--- src/rtl/ahb_ram_arbiter.sv ---
// Round-robin arbiter and transaction sequencer sharing the single-port AHB RAM
// slave between instruction fetch (requester 0) and the load/store unit (requester 1).
module ahb_ram_arbiter #(
  parameter int unsigned TIMEOUT_CYC = 16,
  parameter bit          RST_PRIO    = 1'b0
) (
  input  logic        clk,
  input  logic        rstn,
  input  logic        m0_req,
  input  logic        m0_write,
  input  logic [15:0] m0_addr,
  input  logic [2:0]  m0_rwtyp,
  input  logic [31:0] m0_wdata,
  output logic        m0_ack,
  output logic        m0_err,
  output logic [31:0] m0_rdata,
  input  logic        m1_req,
  input  logic        m1_write,
  input  logic [15:0] m1_addr,
  input  logic [2:0]  m1_rwtyp,
  input  logic [31:0] m1_wdata,
  output logic        m1_ack,
  output logic        m1_err,
  output logic [31:0] m1_rdata,
  output logic        hsel,
  output logic        hwrite,
  output logic [31:0] haddr,
  output logic [31:0] hwdata,
  input  logic        hready,
  input  logic        hresp,
  input  logic [31:0] hrdata,
  output logic        grant_id,
  output logic        busy
);

  typedef enum logic [1:0] {IDLE, BUSY, RESP, GAP} state_t;

  localparam logic [7:0] TO_LAST = 8'(TIMEOUT_CYC - 1);

  state_t      state;
  logic [7:0]  cnt;
  logic        last;
  logic        req_any;
  logic        sel;
  logic        sel_write;
  logic [15:0] sel_addr;
  logic [2:0]  sel_rwtyp;
  logic [31:0] sel_wdata;
  logic        done;
  logic        resp_err;
  logic [31:0] resp_data;
  logic        unused_hresp;

  assign unused_hresp = hresp;

  // When both request, the one not granted last wins; `last` starts as ~RST_PRIO.
  always_comb begin
    req_any   = m0_req | m1_req;
    sel       = (m0_req & m1_req) ? ~last : m1_req;
    sel_write = sel ? m1_write : m0_write;
    sel_addr  = sel ? m1_addr  : m0_addr;
    sel_rwtyp = sel ? m1_rwtyp : m0_rwtyp;
    sel_wdata = sel ? m1_wdata : m0_wdata;
    done      = hready | (cnt == TO_LAST);
    resp_err  = ~hready;
    resp_data = (hready && !hwrite) ? hrdata : '0;
  end

  always_ff @(posedge clk or negedge rstn) begin
    if (!rstn) begin
      state    <= IDLE;
      cnt      <= '0;
      last     <= ~RST_PRIO;
      grant_id <= 1'b0;
      busy     <= 1'b0;
      hsel     <= 1'b0;
      hwrite   <= 1'b0;
      haddr    <= '0;
      hwdata   <= '0;
      m0_ack   <= 1'b0;
      m0_err   <= 1'b0;
      m0_rdata <= '0;
      m1_ack   <= 1'b0;
      m1_err   <= 1'b0;
      m1_rdata <= '0;
    end else begin
      // Response outputs are pulses: live only during the RESP cycle.
      m0_ack   <= 1'b0;
      m0_err   <= 1'b0;
      m0_rdata <= '0;
      m1_ack   <= 1'b0;
      m1_err   <= 1'b0;
      m1_rdata <= '0;
      case (state)
        IDLE: begin
          if (req_any) begin
            state    <= BUSY;
            cnt      <= '0;
            busy     <= 1'b1;
            hsel     <= 1'b1;
            grant_id <= sel;
            last     <= sel;
            hwrite   <= sel_write;
            haddr    <= {2'b00, sel_rwtyp, 11'b0, sel_addr};
            hwdata   <= sel_wdata;
          end
        end
        BUSY: begin
          cnt <= cnt + 8'd1;
          if (done) begin
            state <= RESP;
            hsel  <= 1'b0;
            if (grant_id) begin
              m1_ack   <= 1'b1;
              m1_err   <= resp_err;
              m1_rdata <= resp_data;
            end else begin
              m0_ack   <= 1'b1;
              m0_err   <= resp_err;
              m0_rdata <= resp_data;
            end
          end
        end
        RESP: state <= GAP;
        GAP: begin
          state <= IDLE;
          cnt   <= '0;
          busy  <= 1'b0;
        end
        default: state <= IDLE;
      endcase
    end
  end

endmodule

--- config.mk ---
export PLATFORM = sky130hd
export DESIGN_NAME = ahb_ram_arbiter
export DESIGN_NICKNAME = d
export VERILOG_FILES = /design/src/rtl/ahb_ram_arbiter.sv
export SDC_FILE = /design/constraint.sdc
export NUM_CORES = 1
export LEC_CHECK = 0
export BUFFER_PORTS_ARGS = -buffer_cell sky130_fd_sc_hd__buf_2
export CORE_MARGIN = 2
export CORE_UTILIZATION = 45
export DETAILED_ROUTE_END_ITERATION = 8
export HOLD_SLACK_MARGIN = 0.03
export PLACE_DENSITY_LB_ADDON = 0.2
export REMOVE_ABC_BUFFERS = 1
export SLEW_MARGIN = 10
export SYNTH_ARGS = -nofsm -noshare
export SYNTH_HDL_FRONTEND = slang
export SYNTH_SLANG_ARGS = --single-unit
--- constraint.sdc ---
create_clock -name clk -period 2.05 [get_ports clk]
set_input_delay 0.205 -clock clk [delete_from_list [all_inputs] [get_ports clk]]
set_output_delay 0.205 -clock clk [all_outputs]
set_load 0.02 [all_outputs]
# Yosys cells after proc, flatten, opt, wreduce, memory -nomap -nowiden
# Index checks and enable logic that the tools add are counted.
dict set report totals {
  out_inout_bits 136
  inputBits 142
  elab_cells 71
  reg_bits 134
}
dict set report classes {
  reduce_logical 11
  bitwise 5
  n_addsub 1
  muxes 33
  eq_ne 6
}
# cell n
set ops {}
lappend ops {{two-way mux 32 bit} 8}
lappend ops {{one-hot mux 8 bit (3 select lines)} 1}
lappend ops {{two-way mux 1 bit} 16}
lappend ops {{two-way mux 16 bit} 1}
lappend ops {{adder 8 x 1 -> 8 bit, second input constant} 1}
lappend ops {{equality test 8 x 4 -> 1 bit, second input constant} 1}
lappend ops {{two-way mux 8 bit} 1}
lappend ops {{one-hot mux 2 bit (4 select lines)} 1}
lappend ops {{AND reduction 2 bit} 4}
lappend ops {{equality test 2 bit, second input constant} 2}
lappend ops {{two-way mux 2 bit} 2}
lappend ops {{!= test 2 bit, second input constant} 2}
lappend ops {{one-hot mux 1 bit (2 select lines)} 2}
lappend ops {{nonzero test 2 bit} 2}
lappend ops {{two-way mux 3 bit} 1}
lappend ops {{AND reduction 3 bit} 1}
lappend ops {{nonzero test 3 bit} 1}
lappend ops {{equality test 2 x 1 -> 1 bit, second input constant} 1}
lappend ops {{zero test 2 bit} 1}
lappend ops {{inverter 1 bit} 2}
lappend ops {{bitwise OR 1 bit} 2}
lappend ops {{bitwise AND 1 bit} 1}
lappend ops {{logical AND 1 bit} 1}
lappend ops {{zero test 1 bit} 1}

# Longest topological paths before layout
dict set report logic_depth {
  depth_word 6
  mapped_depth 7
}

# Worst setup path after synthesis
# OpenSTA, ideal clock, no wires.
dict set report synth_path {
  path_type {flip-flop to flip-flop}
  from {register state[0]}
  to {register cnt[6]}
  period_less_slack_ns 1.605
  slack_ns 0.445
  arrival_ns 1.477
  required_ns 1.921
  setup_time_ns 0.129
  stages_incl_launch_ff 8
  cell_sequence {dfrtp_1 -> inv_1 -> ha_1 -> nor3b_1 -> or2_2 -> buf_2 -> o21ai_0 -> o41ai_1}
}
dict set report synth_via {
  elab_chain_cells 3
  elab_cells_between_ends 7
}
# element line
set synth_lines {}
lappend synth_lines {{start: declaration} 40} ;# state_t state;
lappend synth_lines {{start signal: assignment} 71} ;# state <= IDLE;
lappend synth_lines {{start signal: assignment} 97} ;# state <= BUSY;
lappend synth_lines {{start signal: assignment} 111} ;# state <= RESP;
lappend synth_lines {{equality test 2 x 1 -> 1 bit, or another cell as far along} 94} ;# case (state)
lappend synth_lines {{nonzero test 3 bit (no source line) or != test 2 bit (tied branches)} -}
lappend synth_lines {{AND reduction 2 bit (no source line)} -}
lappend synth_lines {{end signal: assignment} 109} ;# cnt <= cnt + 8'd1;
lappend synth_lines {{end: declaration} 41} ;# logic [7:0] cnt;
# Several ways; a longest one is shown, not always the timed one.
# A chain may end at the register's enable or synchronous reset.

# Final worst setup path
dict set report layout_path {
  from {register state[0]}
  to {register cnt[4]}
}
# The elaborated chain is that of the path after synthesis.

==> impl_metrics.yaml <==
run_status:
  status: "finished, final reports clean"
final_layout:
  drive_gt1_share_pct: 40.7
  fin_util_pct: 66.1
  syn_to_final_growth_pct: 45.1
  nNetsFinal: 913
  antennaDiodeCount: 0
clock_network:
  clock_latency_ns: 0.41
  clk_pin_slew_ns: 0.06
  h-tree-depth: 4
  cts_tree: "done"
  root_buffer: "clkbuf_16"
  numCtsBuffers: 17
  cts.sinks: 134
  clock_path_buffers: 2
timing:
  worst_pin_slew_ns: 0.794
  drv_slew: 0
  max-slew-margin-rel_pct: 46.8
  rsz0062_at_grt: "no"
  setup_slack_ns: 0.234
  period_needed_ns: 1.82
  skew_ns: 0.00881
  finalHoldViolCount: 0
  fin_crit_sh_pct: 88.6
  clock.fmax_ghz: 0.551
  fin_setup_tns_ns: 0
  setup_viol: 0
  hold_ws_ns: 0.0677
yosys:
  synthSimpleGateAreaFrac_pct: 14.6
  synth_xor_area_share_pct: 0
  synth_compound_area_share_pct: 8.25
  ys_seq_area_share_pct: 62.1
  synthAdderAreaFrac_pct: 1.16
  ys_warn_count: 0
  async_reset_ff_share_pct: 100
  synth.top_cell.area_share_pct: 61.6
  ys_ff_latch: 134
  netlist_instances: 463
  synth_top_family_by_area: "simple AND/OR/NAND/NOR gates"
  synth-main-ff-cell: "dfrtp_1"
  synth_edf_count: 0
  synth_top_area_cell: "dfrtp_1"
  netlist_area_mm2: 0.00540
  synth.most_common_cell: "dfrtp_1"
  synth_mux_area_share_pct: 9.64
  synth.area.top_cells: "dfrtp_1 (62%), mux2i_1 (9.6%), and2_1 (7.6%), o21ai_0 (4.7%), nand2_1 (4.2%)"
  synthTopCellsByCount: "dfrtp_1 (133), and2_1 (66), nand2_1 (61), mux2i_1 (52), o21ai_0 (51)"
  avgSynthCellArea_um2: 11.7
  synthDistinctLibCells: 37
placement:
  dp_hpwl_mm: 10.1
  port_buffers: 263
  preCtsSetupSlack_ns: 0.201
  gp_congestion: 0.783
routing:
  drcViolationCount: 0
  wire_per_inst_um: 14.8
  detail-route-antenna-nets: 0
  drt_iter0_drc: 214
  dr.pass1.iters: 4
  vias_per_cell: 4.74
  num_vias: 4391
  routed_wl_mm: 13.7
power_and_ir_drop:
  powerDensity_mw_per_mm2: 1280
  power_switching_share_pct: 35.9
  irDropWorstVdd_mv: 0.596
  power_frac_comb_pct: 34.5
  switchingPower_mw: 3.62
  p_seq_share_pct: 36.5
  internal_power_mw: 6.44
  static-leakage-power_nw: 4.29
  pwr-share-clk_pct: 29.0
worst_setup_path:
  startpoint_type: "flip-flop"
  reg2regPathDepth: 7
  path_max_fanout: 7
  r2r_start: "state[0]$_DFFE_PN0P_"
  worstReg2RegEnd: "cnt[4]$_DFFE_PN0P_"
  end_kind: "flip-flop"
  r2r_slack_ns: 0.23
  required_ns: 2.34
  worstSetupPathType: "reg2reg"
  arrival_ns: 2.10
grt:
  grt_start_max_net_pins: 54
  grt_overflow: 0
  grt_first_pass_wirelength_mm: 21.4
  grt_pass1_vias: 4401
  antenna_found_initial: 0
  track_usage_pct: 21.6
worst_hold_path:
  whs_endpoint: "hwdata[29]$_DFFE_PN0P_"
  min_path_type: "in2reg"
  hp-start: "m0_wdata[29]"
  holdPathStages: 3
die:
  io_pins: 278
  die_h_um: 114
  rows: 40
  initial_core_util_pct: 45.5
  dieWidth_um: 114
  core-area_mm2: 0.0119
  design.die.area_mm2: 0.0129
flow_run:
  max_cap_viol_count: 0
critical path, cell delays in order (launching register included):
cell,delay [ns]
dfrtp_1,0.39
inv_1,0.08
ha_1,0.28
nor3b_1,0.17
buf_4,0.15
or2_2,0.33
o21ai_0,0.20
o31ai_1,0.10
what timing repair did:
action                     CTS  global route
resized for setup            0             1
hold endpoints to repair   111             0
setup endpoints to repair    0             1
buffers inserted             0             0
hold buffers                34             0
layer usage:
| metal | vias up | track usage (%) | wire length [µm] |
|---|---|---|---|
| li1 | 2134 | - | - |
| met1 | 2052 | 24.0 | 5250 |
| met2 | 185 | 38.0 | 7040 |
| met3 | 20 | 7.65 | 1170 |
| met4 | 0 | 8.21 | 218 |
| met5 | - | 0 | 0 |
metrics by stage:
stage | instances | total power, mW | instance area (µm²)
after floorplan | 437 | 5.82 | 5230
after global placement | 860 | 7.03 | 6920
after detailed placement | 860 | 7.16 | 6920
after CTS | 926 | 10.2 | 7830
after global routing | 926 | 10.7 | 7840
final | 926 | 10.1 | 7840
state kept, by name, summed over array words and instances, names as in the netlist:
name      count
hwdata       32
m0_rdata     32
m1_rdata     32
haddr        19
cnt           8
state         2
busy          1
grant_id      1
hsel          1
hwrite        1
last          1
m0_ack        1
m0_err        1
m1_ack        1
m1_err        1
power by group through the flow:
stage                     Sequential (mW)  Clock [mW]  Combinational, mW
after global placement               3.68           0               3.35
final                                3.67        2.92               3.47
after floorplan                      4.51           0               1.31
after detailed placement             3.72           0               3.44
after global routing                 3.76        3.12               3.78
after CTS                            3.68        2.99               3.51
how the worst max path moves through the flow:
stage | slack [ns] | start | to | cells after the start
floorplan | -2.63 | last$_DFFE_PN1P_ | haddr[10]$_DFFE_PN0P_ | 3
global placement | 0.30 | state[0]$_DFFE_PN0P_ | cnt[6]$_DFFE_PN0P_ | 7
detailed placement | 0.20 | state[0]$_DFFE_PN0P_ | cnt[6]$_DFFE_PN0P_ | 7
CTS | 0.15 | state[0]$_DFFE_PN0P_ | cnt[6]$_DFFE_PN0P_ | 7
global route | 0.08 | state[0]$_DFFE_PN0P_ | cnt[6]$_DFFE_PN0P_ | 7
finish | 0.23 | state[0]$_DFFE_PN0P_ | cnt[4]$_DFFE_PN0P_ | 7
layout by cell type (no fill, tap or decap), types with 3 or more instances in the layout:
master | netlist | final
buf_2 | 6 | 262
dfrtp_1 | 133 | 133
and2_1 | 66 | 66
nand2_1 | 61 | 61
mux2i_1 | 52 | 52
o21ai_0 | 51 | 51
dlygate4sd3_1 | 0 | 34
clkbuf_16 | 0 | 17
conb_1 | 1 | 13
o21ai_1 | 10 | 9
buf_4 | 18 | 9
ha_1 | 5 | 5
buf_12 | 0 | 5
nand3_1 | 4 | 4
nor2_1 | 7 | 4
clkinv_2 | 0 | 4
nor2_2 | 0 | 3
a21oi_1 | 3 | 3
o31ai_1 | 3 | 3
clkinvlp_4 | 0 | 3
logic make-up after synthesis:
group	after synthesis
adder cells (fa/ha/maj)	5
AO/OA/AOI/OAI	79
other	1
flip-flops	134
multiplexers	52
buffers and inverters	40
AND/OR/NAND/NOR	152
layout make-up:
class	instances	area [µm²]
fill	941	4030
sequential	134	3350
multi-input combinational	301	1890
timing repair buffer	310	1820
clock buffer	20	447
tap	147	184
clock inverter	12	129
inverter	2	7.51
Note: power is estimated with default switching activity, not from simulation.
